### src/rtl/timekeeper_core_if.sv
// Time-set load channel between the set-time UI (master) and timekeeper_core (slave).
// Carries the BCD digit request and the accept/reject response pulses.
interface timekeeper_core_if;
  logic       load_en;
  logic [1:0] i_hours_left;
  logic [3:0] i_hours_right;
  logic [2:0] i_minutes_left;
  logic [3:0] i_minutes_right;
  logic [2:0] i_seconds_left;
  logic [3:0] i_seconds_right;
  logic       load_ack;
  logic       load_err;

  modport master (
    output load_en,
    output i_hours_left,
    output i_hours_right,
    output i_minutes_left,
    output i_minutes_right,
    output i_seconds_left,
    output i_seconds_right,
    input  load_ack,
    input  load_err
  );

  modport slave (
    input  load_en,
    input  i_hours_left,
    input  i_hours_right,
    input  i_minutes_left,
    input  i_minutes_right,
    input  i_seconds_left,
    input  i_seconds_right,
    output load_ack,
    output load_err
  );
endinterface

### src/rtl/timekeeper_core.sv
// Time-of-day counter (hh:mm:ss) with prescaler, validated BCD time-set load,
// 12h/24h BCD display, AM/PM flag and registered rollover pulses.
module timekeeper_core #(
    parameter int unsigned TICK_DIV = 1,
    parameter int unsigned PRESC_W  = 1
) (
    input  logic                  clk,
    input  logic                  rst,
    input  logic                  run_en,
    input  logic                  mode_12h,
    timekeeper_core_if.slave      ld,
    output logic [4:0]            o_hours,
    output logic [5:0]            o_minutes,
    output logic [5:0]            o_seconds,
    output logic [7:0]            o_hr_bcd,
    output logic [7:0]            o_min_bcd,
    output logic [7:0]            o_sec_bcd,
    output logic                  o_pm,
    output logic                  o_min_pulse,
    output logic                  o_hour_pulse,
    output logic                  o_day_pulse
);

    localparam logic [PRESC_W-1:0] PRESC_MAX = PRESC_W'(TICK_DIV - 1);

    logic [PRESC_W-1:0] presc_q, presc_d;
    logic [4:0]         hours_q, hours_d;
    logic [5:0]         minutes_q, minutes_d;
    logic [5:0]         seconds_q, seconds_d;
    logic               min_pulse_q, min_pulse_d;
    logic               hour_pulse_q, hour_pulse_d;
    logic               day_pulse_q, day_pulse_d;
    logic               load_ack_q, load_ack_d;
    logic               load_err_q, load_err_d;

    logic               sec_tick;
    logic [5:0]         ld_hours;
    logic [6:0]         ld_minutes;
    logic [6:0]         ld_seconds;
    logic               load_ok;
    logic [4:0]         hr_disp;

    function automatic logic [7:0] to_bcd(input logic [5:0] v);
        logic [3:0] tens;
        logic [5:0] rem;
        tens = '0;
        rem  = v;
        for (int unsigned i = 0; i < 5; i++) begin
            if (rem >= 6'd10) begin
                rem  = rem - 6'd10;
                tens = tens + 4'd1;
            end
        end
        return {tens, rem[3:0]};
    endfunction

    assign sec_tick = run_en && (presc_q == PRESC_MAX);

    // Products are formed wide enough that out-of-range digits cannot alias
    // into a legal value before the range check.
    always_comb begin
        ld_hours   = 6'({4'b0, ld.i_hours_left}) * 6'd10 + 6'({2'b0, ld.i_hours_right});
        ld_minutes = 7'({4'b0, ld.i_minutes_left}) * 7'd10 + 7'({3'b0, ld.i_minutes_right});
        ld_seconds = 7'({4'b0, ld.i_seconds_left}) * 7'd10 + 7'({3'b0, ld.i_seconds_right});
        load_ok    = (ld.i_hours_right   <= 4'd9) && (ld_hours <= 6'd23) &&
                     (ld.i_minutes_left  <= 3'd5) && (ld.i_minutes_right <= 4'd9) &&
                     (ld.i_seconds_left  <= 3'd5) && (ld.i_seconds_right <= 4'd9);
    end

    always_comb begin
        presc_d      = presc_q;
        hours_d      = hours_q;
        minutes_d    = minutes_q;
        seconds_d    = seconds_q;
        min_pulse_d  = 1'b0;
        hour_pulse_d = 1'b0;
        day_pulse_d  = 1'b0;
        load_ack_d   = 1'b0;
        load_err_d   = 1'b0;

        // A load request, accepted or not, swallows any tick in the same cycle.
        if (ld.load_en) begin
            if (load_ok) begin
                hours_d    = ld_hours[4:0];
                minutes_d  = ld_minutes[5:0];
                seconds_d  = ld_seconds[5:0];
                presc_d    = '0;
                load_ack_d = 1'b1;
            end else begin
                load_err_d = 1'b1;
            end
        end else if (run_en) begin
            presc_d = sec_tick ? '0 : presc_q + PRESC_W'(1);
            if (sec_tick) begin
                if (seconds_q == 6'd59) begin
                    seconds_d   = '0;
                    min_pulse_d = 1'b1;
                    if (minutes_q == 6'd59) begin
                        minutes_d    = '0;
                        hour_pulse_d = 1'b1;
                        if (hours_q == 5'd23) begin
                            hours_d     = '0;
                            day_pulse_d = 1'b1;
                        end else begin
                            hours_d = hours_q + 5'd1;
                        end
                    end else begin
                        minutes_d = minutes_q + 6'd1;
                    end
                end else begin
                    seconds_d = seconds_q + 6'd1;
                end
            end
        end
    end

    always_ff @(posedge clk or negedge rst) begin
        if (!rst) begin
            presc_q      <= '0;
            hours_q      <= '0;
            minutes_q    <= '0;
            seconds_q    <= '0;
            min_pulse_q  <= 1'b0;
            hour_pulse_q <= 1'b0;
            day_pulse_q  <= 1'b0;
            load_ack_q   <= 1'b0;
            load_err_q   <= 1'b0;
        end else begin
            presc_q      <= presc_d;
            hours_q      <= hours_d;
            minutes_q    <= minutes_d;
            seconds_q    <= seconds_d;
            min_pulse_q  <= min_pulse_d;
            hour_pulse_q <= hour_pulse_d;
            day_pulse_q  <= day_pulse_d;
            load_ack_q   <= load_ack_d;
            load_err_q   <= load_err_d;
        end
    end

    always_comb begin
        hr_disp = hours_q;
        if (mode_12h) begin
            if (hours_q == 5'd0) begin
                hr_disp = 5'd12;
            end else if (hours_q > 5'd12) begin
                hr_disp = hours_q - 5'd12;
            end
        end
    end

    assign o_hours      = hours_q;
    assign o_minutes    = minutes_q;
    assign o_seconds    = seconds_q;
    assign o_hr_bcd     = to_bcd({1'b0, hr_disp});
    assign o_min_bcd    = to_bcd(minutes_q);
    assign o_sec_bcd    = to_bcd(seconds_q);
    assign o_pm         = (hours_q >= 5'd12);
    assign o_min_pulse  = min_pulse_q;
    assign o_hour_pulse = hour_pulse_q;
    assign o_day_pulse  = day_pulse_q;
    assign ld.load_ack  = load_ack_q;
    assign ld.load_err  = load_err_q;

endmodule
### src/flat_wrapper.sv
// flat-port wrapper written by rule: the top's interface ports become plain ports
module timekeeper_core_flat 
#(
    parameter int unsigned TICK_DIV = 1,
    parameter int unsigned PRESC_W  = 1
)
  (clk, rst, run_en, mode_12h, o_hours, o_minutes, o_seconds, o_hr_bcd, o_min_bcd, o_sec_bcd, o_pm, o_min_pulse, o_hour_pulse, o_day_pulse, ld_load_en, ld_i_hours_left, ld_i_hours_right, ld_i_minutes_left, ld_i_minutes_right, ld_i_seconds_left, ld_i_seconds_right, ld_load_ack, ld_load_err);
  timekeeper_core_if ld_i ();
  input  logic clk;
  input  logic rst;
  input  logic run_en;
  input  logic mode_12h;
  output logic [4:0] o_hours;
  output logic [5:0] o_minutes;
  output logic [5:0] o_seconds;
  output logic [7:0] o_hr_bcd;
  output logic [7:0] o_min_bcd;
  output logic [7:0] o_sec_bcd;
  output logic o_pm;
  output logic o_min_pulse;
  output logic o_hour_pulse;
  output logic o_day_pulse;
  input wire logic [$bits(ld_i.load_en)-1:0] ld_load_en;
  input wire logic [$bits(ld_i.i_hours_left)-1:0] ld_i_hours_left;
  input wire logic [$bits(ld_i.i_hours_right)-1:0] ld_i_hours_right;
  input wire logic [$bits(ld_i.i_minutes_left)-1:0] ld_i_minutes_left;
  input wire logic [$bits(ld_i.i_minutes_right)-1:0] ld_i_minutes_right;
  input wire logic [$bits(ld_i.i_seconds_left)-1:0] ld_i_seconds_left;
  input wire logic [$bits(ld_i.i_seconds_right)-1:0] ld_i_seconds_right;
  output wire logic [$bits(ld_i.load_ack)-1:0] ld_load_ack;
  output wire logic [$bits(ld_i.load_err)-1:0] ld_load_err;
  assign ld_i.load_en = ld_load_en;
  assign ld_i.i_hours_left = ld_i_hours_left;
  assign ld_i.i_hours_right = ld_i_hours_right;
  assign ld_i.i_minutes_left = ld_i_minutes_left;
  assign ld_i.i_minutes_right = ld_i_minutes_right;
  assign ld_i.i_seconds_left = ld_i_seconds_left;
  assign ld_i.i_seconds_right = ld_i_seconds_right;
  assign ld_load_ack = ld_i.load_ack;
  assign ld_load_err = ld_i.load_err;
  timekeeper_core #(.TICK_DIV(TICK_DIV), .PRESC_W(PRESC_W)) u_core (.clk(clk), .rst(rst), .run_en(run_en), .mode_12h(mode_12h), .ld(ld_i), .o_hours(o_hours), .o_minutes(o_minutes), .o_seconds(o_seconds), .o_hr_bcd(o_hr_bcd), .o_min_bcd(o_min_bcd), .o_sec_bcd(o_sec_bcd), .o_pm(o_pm), .o_min_pulse(o_min_pulse), .o_hour_pulse(o_hour_pulse), .o_day_pulse(o_day_pulse));
endmodule
### config.mk
export PLATFORM = sky130hd
export DESIGN_NAME = timekeeper_core_flat
export DESIGN_NICKNAME = d
export VERILOG_FILES = /design/src/rtl/timekeeper_core_if.sv /design/src/rtl/timekeeper_core.sv /design/src/flat_wrapper.sv
export SDC_FILE = /design/constraint.sdc
export NUM_CORES = 1
export LEC_CHECK = 0
export CAP_MARGIN = 40
export CORE_MARGIN = 2
export CORE_UTILIZATION = 40
export DETAILED_ROUTE_END_ITERATION = 6
export PLACE_DENSITY = 0.71
export SLEW_MARGIN = 5
export SYNTH_ARGS = -nofsm -noshare
export SYNTH_HDL_FRONTEND = slang
export SYNTH_SLANG_ARGS = --single-unit
### constraint.sdc
create_clock -name clk -period 11.65 [get_ports clk]
set_input_delay 2.33 -clock clk [delete_from_list [all_inputs] [get_ports clk]]
set_output_delay 2.33 -clock clk [all_outputs]
set_load 0.03 [all_outputs]
==> run_results.csv <==
group,metric,value,unit
job,timing.max_cap.violations,0,
route,totalWireLength,11200,µm
floorplanning,floorplan.die.height,112,µm
critical_path,worst-r2r-setup-slack,9090,ps
route,top_signal_layer_used,"met4",
sta,setup_viol,0,
route,ant_nets,0,
critical_path,worst_path_max_delay_cell,"sky130_fd_sc_hd__clkdlybuf4s50_1",
clocking,ctsResizeCount,0,
critical_path,critPathCaptureType,"primary output",
clocking,clk-insertion-delay-late,250,ps
place,portBuffers,71,
logic_synthesis,post_synth_num_cell_types,80,
clocking,clock_tree.root_cell,"sky130_fd_sc_hd__clkbuf_16",
sta,skew,2.37,ps
sta,max_slew_margin,43.4,%
route,vias_per_cell,5.70,
layout,area_delta_synth_final,18.3,%
logic_synthesis,synthCells,609,
logic_synthesis,postSynthRegisterBits,23,
clocking,cts-buffers-inserted,3,
logic_synthesis,netlist_top_cells_area,"sky130_fd_sc_hd__ha_1 15%, sky130_fd_sc_hd__dfrtp_1 12%, sky130_fd_sc_hd__xnor2_1 4.9%, sky130_fd_sc_hd__inv_1 4.3%, sky130_fd_sc_hd__a21oi_1 4.2%",
clocking,ctsHoldBuffers,0,
grt,global_route.usage.total,17.6,%
logic_synthesis,synth_seq_area_share,12.4,%
logic_synthesis,synth_commonest_cells,"55 x sky130_fd_sc_hd__ha_1, 53 x sky130_fd_sc_hd__inv_1, 52 x sky130_fd_sc_hd__nor2_1",
place,hpwl,8980,µm
sta,slew_at_the_pin_closest_to_its_max_slew_limit,844,ps
clocking,cts_post_setup_buffers_inserted,0,
route,detailroute.wirelength.met2,5400,µm
sta,finalCritPeriodShare,85.4,%
logic_synthesis,yosys.area.top_type_share,14.8,%
route,detail_route.wl_per_cell,14.0,µm
clocking,cts_max_path_buffers,2,
layout,layout.filler_cells,1075,
floorplanning,core,11400,µm²
floorplanning,die-width,112,µm
grt,overflow,0,
sta,maximum_clock_rate,100,MHz
grt,antenna_found_initial,0,
layout,footprint_of_the_multi_input_gates,3720,µm²
route,routed-wl-met3,367,µm
route,drc,0,
logic_synthesis,yosys_most_used_dff,"sky130_fd_sc_hd__dfrtp_1",
sta,grt_setup_unrepaired,"no",
logic_synthesis,synthMostInstantiatedCell,"sky130_fd_sc_hd__ha_1",
place,finalWeightedCongestion,0.847,
logic_synthesis,synth-edff-count,0,
grt,grt_first_pass_wirelength,19400,µm
route,routedLengthMet1,5390,µm
sta,final.setup.worst_slack,1700,ps
floorplanning,rows,39,
logic_synthesis,postSynthAreaPerCell,7.63,µm²
clocking,clk_pin_slew,60,ps
critical_path,setup.worst_path.class,"reg -> out",
route,routed-via-count,4570,
floorplanning,floorplan.initialDensity,40.8,%
sta,final_max_slew_viol_count,0,
layout,antenna_cells_inserted,0,
logic_synthesis,cell_type_contributing_the_most_total_cell_area_after_synthesis,"sky130_fd_sc_hd__ha_1",
sta,fin_crit,9950,ps
critical_path,required,9320,ps
critical_path,worstPathArrival,7620,ps
clocking,htree_levels,1,
clocking,cts_tree,"yes",
critical_path,critPathMaxStageDelay,690,ps
grt,first_global_vias,4345,
grt,largest_net_degree_at_the_start_of_global_routing,35,
floorplanning,die_area,12500,µm²
critical_path,worstSetupStartpointType,"register",
layout,num-nets-final,743,
place,pre_cts_slack,1970,ps
logic_synthesis,synthesis.area,4640,µm²
logic_synthesis,synth_warnings,0,
sta,finalHoldViolations,0,
critical_path,crit_top_cell,"sky130_fd_sc_hd__ha_1",
sta,fin_tns_setup,0,ps
route,detail_route.iter0.violations,266,
logic_synthesis,synth_nets,692,
layout,post_route_cells_drive_above_1_share,4.86,%
critical_path,timing.critical_path.fanout_max,13,
layout,ff_latch_area,576,µm²
hold_path,hold_class,"reg -> reg",
floorplanning,io_pins,72,
logic_synthesis,synth-async-reset-ratio,100,%
run_status,outcome,"completed",
route,detailedRoute.firstPassIterationCount,6,
clocking,cts.sink_count,23,
==> per-layer routing <==
metal,track usage [%],up-vias
met2,31.1,99
met5,0,-
li1,-,2332
met3,1.58,6
met4,2.06,0
met1,24.2,2133
==> layout make-up <==
class	count	area share [%]
Clock buffer	4	1.43
Inverter	54	3.69
Multi-Input combinational cell	504	67.7
Sequential cell	23	10.5
Tap cell	143	3.26
Timing Repair Buffer	74	13.4
==> through the flow <==
step / util (%) / instance area, µm² / cells / hold slack (ps)
2_1_floorplan: - / 4640 / 609 / 469
3_3_place_gp: 47.6 / 5410 / 797 / 485
3_5_place_dp: 47.7 / 5420 / 798 / 507
4_1_cts: 48.3 / 5500 / 802 / 515
5_1_grt: 48.3 / 5500 / 802 / 538
6_report: 48.3 / 5500 / 802 / 510
==> worst max-delay path, delay by kind of cell, from the launching register on <==
kind / cells / cell delay (ps)
compound gates: 10 / 2240
simple gates: 8 / 1980
fa+ha+maj: 5 / 1130
buf+inv: 3 / 940
mux: 2 / 580
flops: 1 / 500
==> registers in the layout, indices dropped and copies added (netlist names) <==
register / count
u_core.o_seconds: 6
u_core.o_hours: 5
u_core.o_day_pulse: 1
u_core.presc_q: 1
u_core.o_minutes: 6
u_core.ld.load_err: 1
u_core.o_hour_pulse: 1
u_core.ld.load_ack: 1
u_core.o_min_pulse: 1
==> final timing paths <==
| path | from | endpoint | depth (start not counted) |
|---|---|---|---|
| worst max-delay path | u_core.o_minutes[2] | o_min_bcd[3] | 28 |
| min in group asynchronous | rst | u_core.o_minutes[0] | 2 |
| worst max register to register | u_core.o_seconds[0] | u_core.o_hours[2] | 8 |
| worst min register to register | u_core.presc_q | u_core.presc_q | 2 |
| worst min-delay path | u_core.presc_q | u_core.presc_q | 2 |
| max in group asynchronous | rst | u_core.o_day_pulse | 2 |
==> cells in the final DEF, fill, tap and decap left out, drive strengths merged, types with 8 or more instances in the layout <==
master         count
clkdlybuf4s50     71
ha                55
inv               54
nor2              53
nand2             47
a21oi             40
o21ai             38
xnor2             26
dfrtp             23
a31oi             17
nor2b             14
mux2i             14
xor2              13
nor3              13
mux2              12
o21a               8
nand2b             8
==> kinds of logic after synthesis <==
group | after synthesis | share of synthesized area [%]
AOI/OAI and AO/OA | 190 | 29.1
xor gates and xnor gates | 39 | 7.35
adders and majority gates | 58 | 16.1
buffers and inverters | 82 | 7.43
DFF | 23 | 12.4
muxes | 26 | 6.36
and+or+nand+nor | 191 | 21.3
Power is not shown: default switching activity piles up to over one toggle a cycle in this logic, so the estimate is an artifact.
